File: config.mk
export PLATFORM = sky130hd
export DESIGN_NAME = adder_pipe
export DESIGN_NICKNAME = d
export VERILOG_FILES = /design/src/rtl/adder_pkg.sv /design/src/rtl/adder_seg.sv /design/src/rtl/adder_pipe.sv
export SDC_FILE = /design/constraint.sdc
export NUM_CORES = 1
export LEC_CHECK = 0
export BUFFER_PORTS_ARGS = -buffer_cell sky130_fd_sc_hd__buf_4
export CAP_MARGIN = 20
export CORE_MARGIN = 4
export CORE_UTILIZATION = 25
export CTS_CLUSTER_DIAMETER = 120
export DETAILED_ROUTE_END_ITERATION = 12
export GPL_ROUTABILITY_DRIVEN = 0
export HOLD_SLACK_MARGIN = 0.1
export PLACE_DENSITY = 0.51
export SLEW_MARGIN = 20
export SYNTH_ARGS = -nofsm -noshare
export SYNTH_HDL_FRONTEND = slang
export SYNTH_SLANG_ARGS = --single-unit
File: constraint.sdc
create_clock -name clk_i -period 2.1 [get_ports clk_i]
set_clock_uncertainty 0.15 [all_clocks]
set_input_delay 0.42 -clock clk_i [delete_from_list [all_inputs] [get_ports clk_i]]
set_output_delay 0.42 -clock clk_i [all_outputs]
set_load 0.05 [all_outputs]
File: src/rtl/adder_pkg.sv
// -----------------------------------------------------------------------------
// adder_pkg
// Shared defaults and the per-stage payload layout for the pipelined
// adder/subtractor.
//   DEF_WIDTH / DEF_SEG_W : default operand width and segment width
//   stage_t               : what one pipeline stage carries forward
// -----------------------------------------------------------------------------
package adder_pkg;

  localparam int unsigned DEF_WIDTH  = 16;
  localparam int unsigned DEF_SEG_W  = 4;
  localparam int unsigned DEF_STAGES = DEF_WIDTH / DEF_SEG_W;

  // One stage's payload at the default sizing: valid, low sum bits produced
  // so far, segment carry, and the still-unconsumed upper operand bits.
  typedef struct packed {
    logic                 valid;
    logic [DEF_WIDTH-1:0] sum;
    logic                 carry;
    logic [DEF_WIDTH-1:0] a_hi;
    logic [DEF_WIDTH-1:0] b_hi;
  } stage_t;

endpackage

File: src/rtl/adder_seg.sv
// -----------------------------------------------------------------------------
// adder_seg
// Combinational SEG_W-bit adder slice used once per pipeline stage.
//   a_i, b_i : segment operands
//   cin_i    : carry into the segment
//   sum_o    : segment sum
//   cout_o   : carry out of the segment MSB
//   cmsb_o   : carry into the segment MSB (feeds signed overflow)
// -----------------------------------------------------------------------------
module adder_seg
  import adder_pkg::*;
#(
  parameter int unsigned SEG_W = DEF_SEG_W
) (
  input  logic [SEG_W-1:0] a_i,
  input  logic [SEG_W-1:0] b_i,
  input  logic             cin_i,
  output logic [SEG_W-1:0] sum_o,
  output logic             cout_o,
  output logic             cmsb_o
);

  localparam int unsigned SUM_W = SEG_W + 1;

  logic [SEG_W:0] full_c;

  // The carry into the MSB is recovered from the MSB sum bit: s = a ^ b ^ c.
  always_comb begin
    full_c = {1'b0, a_i} + {1'b0, b_i} + SUM_W'(cin_i);
    sum_o  = full_c[SEG_W-1:0];
    cout_o = full_c[SEG_W];
    cmsb_o = full_c[SEG_W-1] ^ a_i[SEG_W-1] ^ b_i[SEG_W-1];
  end

endmodule

File: src/rtl/adder_pipe.sv
// -----------------------------------------------------------------------------
// adder_pipe
// Pipelined two's-complement adder/subtractor, one SEG_W segment per stage,
// with a valid/ready stream on both sides.
//   clk_i, rst_ni        : clock, asynchronous active-low reset
//   valid_i / ready_o    : operand handshake (ready_o = !valid_o || ready_i)
//   a_i, b_i             : operands
//   carry_i              : carry in (add) / borrow in (sub)
//   sub_i                : 0 = A+B+carry_i, 1 = A-B-carry_i
//   valid_o / ready_i    : result handshake
//   sum_o, carry_o       : result and carry out (sub: 1 = no borrow)
//   ovf_o, zero_o        : signed overflow, result-is-zero
// -----------------------------------------------------------------------------
module adder_pipe
  import adder_pkg::*;
#(
  parameter int unsigned WIDTH = DEF_WIDTH,
  parameter int unsigned SEG_W = DEF_SEG_W
) (
  input  logic             clk_i,
  input  logic             rst_ni,
  input  logic             valid_i,
  output logic             ready_o,
  input  logic [WIDTH-1:0] a_i,
  input  logic [WIDTH-1:0] b_i,
  input  logic             carry_i,
  input  logic             sub_i,
  output logic             valid_o,
  input  logic             ready_i,
  output logic [WIDTH-1:0] sum_o,
  output logic             carry_o,
  output logic             ovf_o,
  output logic             zero_o
);

  localparam int unsigned STAGES = WIDTH / SEG_W;
  // Operand remainders are only needed between stages; keep one slot minimum.
  localparam int unsigned REST_N = (STAGES > 1) ? STAGES - 1 : 1;

  if ((SEG_W < 1) || ((WIDTH % SEG_W) != 0)) begin : g_param_check
    $error("adder_pipe: WIDTH (%0d) must be a nonzero multiple of SEG_W (%0d)",
           WIDTH, SEG_W);
  end

  logic                           en_c;
  logic [WIDTH-1:0]               b_eff_c;

  logic [STAGES-1:0]              valid_q, valid_d;
  logic [STAGES-1:0][WIDTH-1:0]   sum_q, sum_d;
  logic [STAGES-1:0]              carry_q, carry_d;
  logic [REST_N-1:0][WIDTH-1:0]   a_rest_q, a_rest_d;
  logic [REST_N-1:0][WIDTH-1:0]   b_rest_q, b_rest_d;
  logic                           ovf_q, ovf_d;
  logic                           zero_q, zero_d;

  // Inputs seen by each stage: the ports for stage 0, the previous stage's
  // registers otherwise.
  logic [STAGES-1:0]              valid_in_c;
  logic [STAGES-1:0][WIDTH-1:0]   sum_in_c;
  logic [STAGES-1:0][WIDTH-1:0]   op_a_c, op_b_c;
  logic [STAGES-1:0]              cin_c;

  logic [STAGES-1:0][SEG_W-1:0]   seg_sum_c;
  logic [STAGES-1:0]              seg_cout_c;
  logic [STAGES-1:0]              seg_cmsb_c;

  // Whole pipeline advances or holds as one; no bubble compression.
  assign en_c    = !valid_o || ready_i;
  assign ready_o = en_c;
  assign b_eff_c = sub_i ? ~b_i : b_i;

  // Stage input selection.
  always_comb begin
    valid_in_c    = '0;
    sum_in_c      = '0;
    op_a_c        = '0;
    op_b_c        = '0;
    cin_c         = '0;
    valid_in_c[0] = valid_i;
    op_a_c[0]     = a_i;
    op_b_c[0]     = b_eff_c;
    cin_c[0]      = carry_i ^ sub_i;
    for (int unsigned k = 1; k < STAGES; k++) begin
      valid_in_c[k] = valid_q[k-1];
      sum_in_c[k]   = sum_q[k-1];
      op_a_c[k]     = a_rest_q[k-1];
      op_b_c[k]     = b_rest_q[k-1];
      cin_c[k]      = carry_q[k-1];
    end
  end

  // One segment adder per stage; each consumes the low SEG_W operand bits.
  for (genvar k = 0; k < STAGES; k++) begin : g_seg
    adder_seg #(
      .SEG_W (SEG_W)
    ) u_seg (
      .a_i    (op_a_c[k][SEG_W-1:0]),
      .b_i    (op_b_c[k][SEG_W-1:0]),
      .cin_i  (cin_c[k]),
      .sum_o  (seg_sum_c[k]),
      .cout_o (seg_cout_c[k]),
      .cmsb_o (seg_cmsb_c[k])
    );
  end

  // Next-state for all stages plus the final-stage flags.
  always_comb begin
    valid_d  = valid_q;
    sum_d    = sum_q;
    carry_d  = carry_q;
    a_rest_d = a_rest_q;
    b_rest_d = b_rest_q;
    ovf_d    = ovf_q;
    zero_d   = zero_q;
    if (en_c) begin
      for (int unsigned k = 0; k < STAGES; k++) begin
        valid_d[k] = valid_in_c[k];
        sum_d[k]   = sum_in_c[k] | (WIDTH'(seg_sum_c[k]) << (k * SEG_W));
        carry_d[k] = seg_cout_c[k];
        if (k == STAGES - 1) begin
          ovf_d = seg_cmsb_c[k] ^ seg_cout_c[k];
        end
      end
      for (int unsigned k = 0; k + 1 < STAGES; k++) begin
        a_rest_d[k] = op_a_c[k] >> SEG_W;
        b_rest_d[k] = op_b_c[k] >> SEG_W;
      end
      zero_d = (sum_d[STAGES-1] == '0);
    end
  end

  always_ff @(posedge clk_i or negedge rst_ni) begin
    if (!rst_ni) begin
      valid_q  <= '0;
      sum_q    <= '0;
      carry_q  <= '0;
      a_rest_q <= '0;
      b_rest_q <= '0;
      ovf_q    <= 1'b0;
      zero_q   <= 1'b0;
    end else begin
      valid_q  <= valid_d;
      sum_q    <= sum_d;
      carry_q  <= carry_d;
      a_rest_q <= a_rest_d;
      b_rest_q <= b_rest_d;
      ovf_q    <= ovf_d;
      zero_q   <= zero_d;
    end
  end

  assign valid_o = valid_q[STAGES-1];
  assign sum_o   = sum_q[STAGES-1];
  assign carry_o = carry_q[STAGES-1];
  assign ovf_o   = ovf_q;
  assign zero_o  = zero_q;

endmodule

; Word level (Yosys, flattened, before mapping)
; Cells that the tools add are included.
[totals]
output_inout_bits = 21
reg_bits = 110
input_bits = 38
elab_cells = 34
[classes]
add_sub_neg = 8
mux = 1
n_reduce_logical = 3
bitwise_logic = 8
[ops]
columns = operator, n
row1 = adder 4 x 4 -> 5 bit, 4
row2 = adder 5 x 1 -> 5 bit, 4
row3 = logical NOT 16 bit, 1
row4 = two-way mux 16 bit, 1
row5 = NOT 16 bit, 1
row6 = OR 16 x 12 -> 16 bit, 1
row7 = OR 16 bit, 1
row8 = OR 4 x 8 -> 8 bit, 1
row9 = XOR 1 bit, 4
row10 = logical NOT 1 bit, 1
row11 = logical OR 1 bit, 1

; Logic depth before layout (Yosys ltp)
[depth]
ltp_word = 5
ltp_mapped = 8

; Modules after synthesis
; Synthesis repeated with hierarchy kept, for this count alone.
[unflattened]
cells_unflattened = 500
hier_area_um2 = 4575.6
[modules_own_cells]
columns = module, area_each_um2, n_inst, seq_area_each_um2, cells_per_inst
row1 = adder_pipe, 3865.0, 1, 2452.4, 424
row2 = adder_seg, 177.7, 4, 0.0, 19

; Least setup slack after synthesis
; OpenSTA, ideal clock, no wires.
[synth_timing]
kind = input to register
startpoint = in sub_i
endpoint = reg carry_q[0]
setup_slack_ns = -0.422
stages = 8
setup_time_ns = 0.164
t_arrival_ns = 2.208
path_cell_list = buf_2 > buf_2 > xor2_1 > fa_1 > fa_1 > a21o_1 > a21oi_1 > a21oi_1
[synth_between]
elab_chain_cells = 3
elab_cells_between_ends = 4
cone_classes = add/sub: 2 / mux: 1 / bitwise: 1
[synth_rtl]
columns = item, line
row1 = "start, declared", adder_pipe.sv:27  ; input logic sub_i,
row2 = two-way mux 16 bit, adder_pipe.sv:70  ; assign b_eff_c = sub_i ? ~b_i : b_i;
row3 = adder 4 x 4 -> 5 bit, adder_seg.sv:29  ; full_c = {1'b0, a_i} + {1'b0, b_i} + SUM_W'(cin_i);
row4 = adder 5 x 1 -> 5 bit *, adder_seg.sv:29
row5 = "end signal, assigned", adder_pipe.sv:144  ; carry_q <= carry_d;
row6 = "end, declared", adder_pipe.sv:50  ; logic [STAGES-1:0] carry_q, carry_d;
; Every way passes the cells marked *; elsewhere a longest branch is shown, timed or not.
; A chain may end at the register's enable or synchronous reset.

; Final worst setup path
[layout_timing]
startpoint = reg carry_q[2]
endpoint = reg ovf_q (netlist: ovf_o)
[layout_between]
elab_chain_cells = 4
[layout_rtl]
columns = item, line
row1 = adder 5 x 1 -> 5 bit *, adder_seg.sv:29
row2 = XOR 1 bit (2 in series), adder_seg.sv:32  ; cmsb_o = full_c[SEG_W-1] ^ a_i[SEG_W-1] ^ b_i[SEG_W-1];
row3 = XOR 1 bit *, adder_pipe.sv:121  ; ovf_d = seg_cmsb_c[k] ^ seg_cout_c[k];
row4 = "end signal, assigned", adder_pipe.sv:147  ; ovf_q <= ovf_d;
row5 = "end, declared", adder_pipe.sv:53  ; logic ovf_q, ovf_d;
; Marked as above.

==> flow_summary.yaml <==
yosys:
  synth_top_area_cell: "dfrtp_1"
  synth_top_area_share_pct: 55.9
  synthDistinctLibCells: 37
  ys_ff_latch: 98
  synth_nets: 525
  synthFlopType: "dfrtp_1"
  syn_inst: 467
  yosys_warnings: 0
  synth-async-reset-ratio_pct: 100
  seq_area_frac_synth_pct: 55.9
  synth-edff-count: 0
  synth.area.top_cells: "dfrtp_1, nand2_1, fa_1"
  netlist_area_before_placement_sq_um: 4390
  synthesis.area_per_instance_sq_um: 9.40
outcome:
  status: "complete, no violations"
grt:
  grt_pass1_vias: 3343
  grt_start_max_net_pins: 72
  overflow: 0
  grt_first_pass_wirelength_um: 16200
  antenna_found_initial: 0
  groute.usage.overall_pct: 10.0
setup_path:
  required_ps: 2200
  worst_ep_arrival_time_ps: 2130
  timing.rr.start: "carry_q[2]"
  r2r-end: "ovf_o"
  cpMaxStageDelayCell: "dfrtp_1"
  r2r_worst_path_depth: 6
  setup.worst_path.start_class: "flip-flop"
  timing.critical_path.to_type: "flip-flop"
  slowest_delay_ps: 410
  critical_path.max_fanout: 3
  timing_worst_setup_path_type: "flip-flop to flip-flop"
  critical_path.cell_chain: "fa_2 -> fa_2 -> nand3_2 -> a21oi_1 -> o211a_1 -> o31ai_1"
  cp_num_buf_inv: 0
  timing.reg2reg.setup_slack_ps: 70
  critical_path.top_delay_family: "adder cells"
  cpMostUsedCell: "fa_2"
pwr:
  cellPowerDensity_nw_per_um2: 1560
  leakagePower_nw: 2.69
  power.ir.vdd_worst_mv: 0.552
  total_power_draw_w: 0.00851
finish:
  antennaDiodeCount: 0
  areaGrowthSynthToFinish_pct: 24.3
  layout-drive-gt1-share_pct: 18.6
  design.final.nets: 582
timing:
  rsz0062_at_grt: "true"
  worstMarginPinSlew_ps: 560
  final_max_slew_viol_count: 0
  fin_setup_tns_ps: 0
  timing_hold_violations_final: 0
  slew_headroom_pct: 62.7
  max_freq_mhz: 492
  post-route-period-util_pct: 96.8
  fin_crit_ps: 2030
  final-setup-viol-count: 0
  final.setup.worst_slack_ps: 66.7
floorplan:
  ioPinCount: 59
  die_h_um: 140
  chipWidth_um: 140
  core_region_area_sq_um: 17200
  num_rows: 48
  initial_utilization_pct: 25.5
  die-area_sq_um: 19700
drt:
  post-route-drc-count: 0
  avgViaCountPerCell: 4.13
  initialDrtViolationCount: 217
  number_of_search_and_repair_iterations_in_the_first_detailed_routing_pass: 4
  detailroute.via_count: 3112
  postRouteAntennaNets: 0
  routedWlPerCell_um: 12.5
  detail_route.wirelength_um: 9450
clock_tree:
  cts.root.buffer_cell: "clkbuf_16"
  cts.clk_slew.worst_paths_ps: 70
  clock_insertion_delay_worst_skew_ps: 340
  cts.sinks: 98
  cts_tree: "done"
  clk_path_buf_depth: 2
  number_of_clock_buffers_inserted_by_tritoncts: 9
  post-cts-setup-buffer-count: 0
  clock_tree.htree_level_count: 3
placement:
  detailedPlace.worstSlack_ps: -101
  portBuffers: 58
  detailedPlacementHpwl_um: 6840
hold_path:
  holdCritStartpoint: "a_i[8]"
  worstHoldPathCells: 3
  hold_end: "a_rest_q[4]"
  min_path_type: "primary input to flip-flop"
flow_run:
  drv_cap: 0
-- worst max path at each step --
stage	start	to	cells after the start	slack, ps
3_3_place_gp	b_i[0]	carry_q[0]	7	-80
2_1_floorplan	sub_i	carry_q[0]	8	-170
4_1_cts	a_rest_q[32]	zero_o	5	10
6_report	carry_q[2]	ovf_o	6	70
5_1_grt	carry_q[2]	ovf_o	6	5
3_5_place_dp	sub_i	carry_q[0]	7	-100
-- state kept, by name (all words and copies together), names as in the netlist --
signal    count
ovf_o         1
zero_o        1
valid_q       4
a_rest_q     24
carry_q       4
b_rest_q     24
sum_o        16
sum_in_c     24
-- kinds of logic (layout without fill, tap and decap cells) --
| family | Yosys count | count (layout) | share of synthesized area [%] |
|---|---|---|---|
| adders and majority gates | 20 | 20 | 7.07 |
| DFF | 98 | 98 | 55.9 |
| xor gates and xnor gates | 24 | 24 | 4.79 |
| AOI/OAI and AO/OA | 51 | 51 | 6.82 |
| and+or+nand+nor | 241 | 241 | 21.8 |
| buffers and inverters | 33 | 94 | 3.59 |
-- per-layer routing --
layer  global-route usage, %  part of all wire [%]
met4                    4.74                   2.1
met5                       0                     0
met3                    1.64                   2.9
met1                    13.1                    50
met2                    16.3                    45
-- synthesized netlist by cell type, types with 2 or more instances --
cell type and count:
a21o_1 3, a21oi_1 13, buf_2 18, clkbuf_1 3, dfrtp_1 98, fa_1 8, ha_1 12, inv_1 9
nand2_1 213, nor2_1 13, nor2b_1 3, nor3b_1 2, nor4_1 2, o21ai_0 12, o21ai_1 12, o31ai_1 3
xnor2_1 13, xor2_1 11
-- per-stage QoR --
| stage | hold slack (ps) | utilization [%] | instances | area (sq um) |
|---|---|---|---|---|
| floorplan | -25.6 | - | 467 | 4430 |
| global placement | 260 | 29.7 | 737 | 5110 |
| detailed placement | 261 | 29.7 | 737 | 5110 |
| CTS | 119 | 31.4 | 753 | 5420 |
| global route | 136 | 31.6 | 753 | 5450 |
| finish | 131 | 31.6 | 753 | 5450 |
-- placed cells by master, fill, tap and decap left out, types with 2 or more instances in the layout --
cell	Yosys	layout
nor2b_1	3	3
fa_1	8	4
nand2_1	213	213
o21ai_1	12	12
o21ai_0	12	12
nor4_2	1	2
xnor2_1	13	12
buf_4	0	65
fa_2	0	4
clkbuf_16	0	9
inv_1	9	9
buf_12	0	3
a21o_1	3	3
nor2_1	13	13
nor3b_1	2	2
ha_1	12	12
clkinv_2	0	2
clkinvlp_4	0	2
xor2_1	11	10
o31ai_1	3	3
a21oi_1	13	13
dfrtp_1	98	98
-- report_power, final --
part	switching, W	internal [W]	total (W)
sequential	0.000502	0.00273	0.00323
clock	0.000684	0.000944	0.00163
combinational	0.00225	0.00140	0.00365
-- worst min-delay path, cell delays in order --
cell and delay, ps:
buf_4 80, nand2_1 40, nand2_1 50
-- final cells by class --
| class | instances | area (sq um) |
|---|---|---|
| fillers | 1783 | 11800 |
| flip-flops and latches | 98 | 2450 |
| inverters | 10 | 37.5 |
| clock inverters | 5 | 55.1 |
| well taps | 225 | 282 |
| repair buffers | 69 | 558 |
| multi-input cells | 336 | 1830 |
| clock buffers | 10 | 239 |
-- repair_timing --
action                     4_1_cts  5_1_grt
hold buffers                     1        0
pin swaps                        0        3
gates resized for setup          1        6
hold endpoints to repair        31        0
cloned                           0        0
setup endpoints to repair        2        2
(Power assumes the default switching activity.)
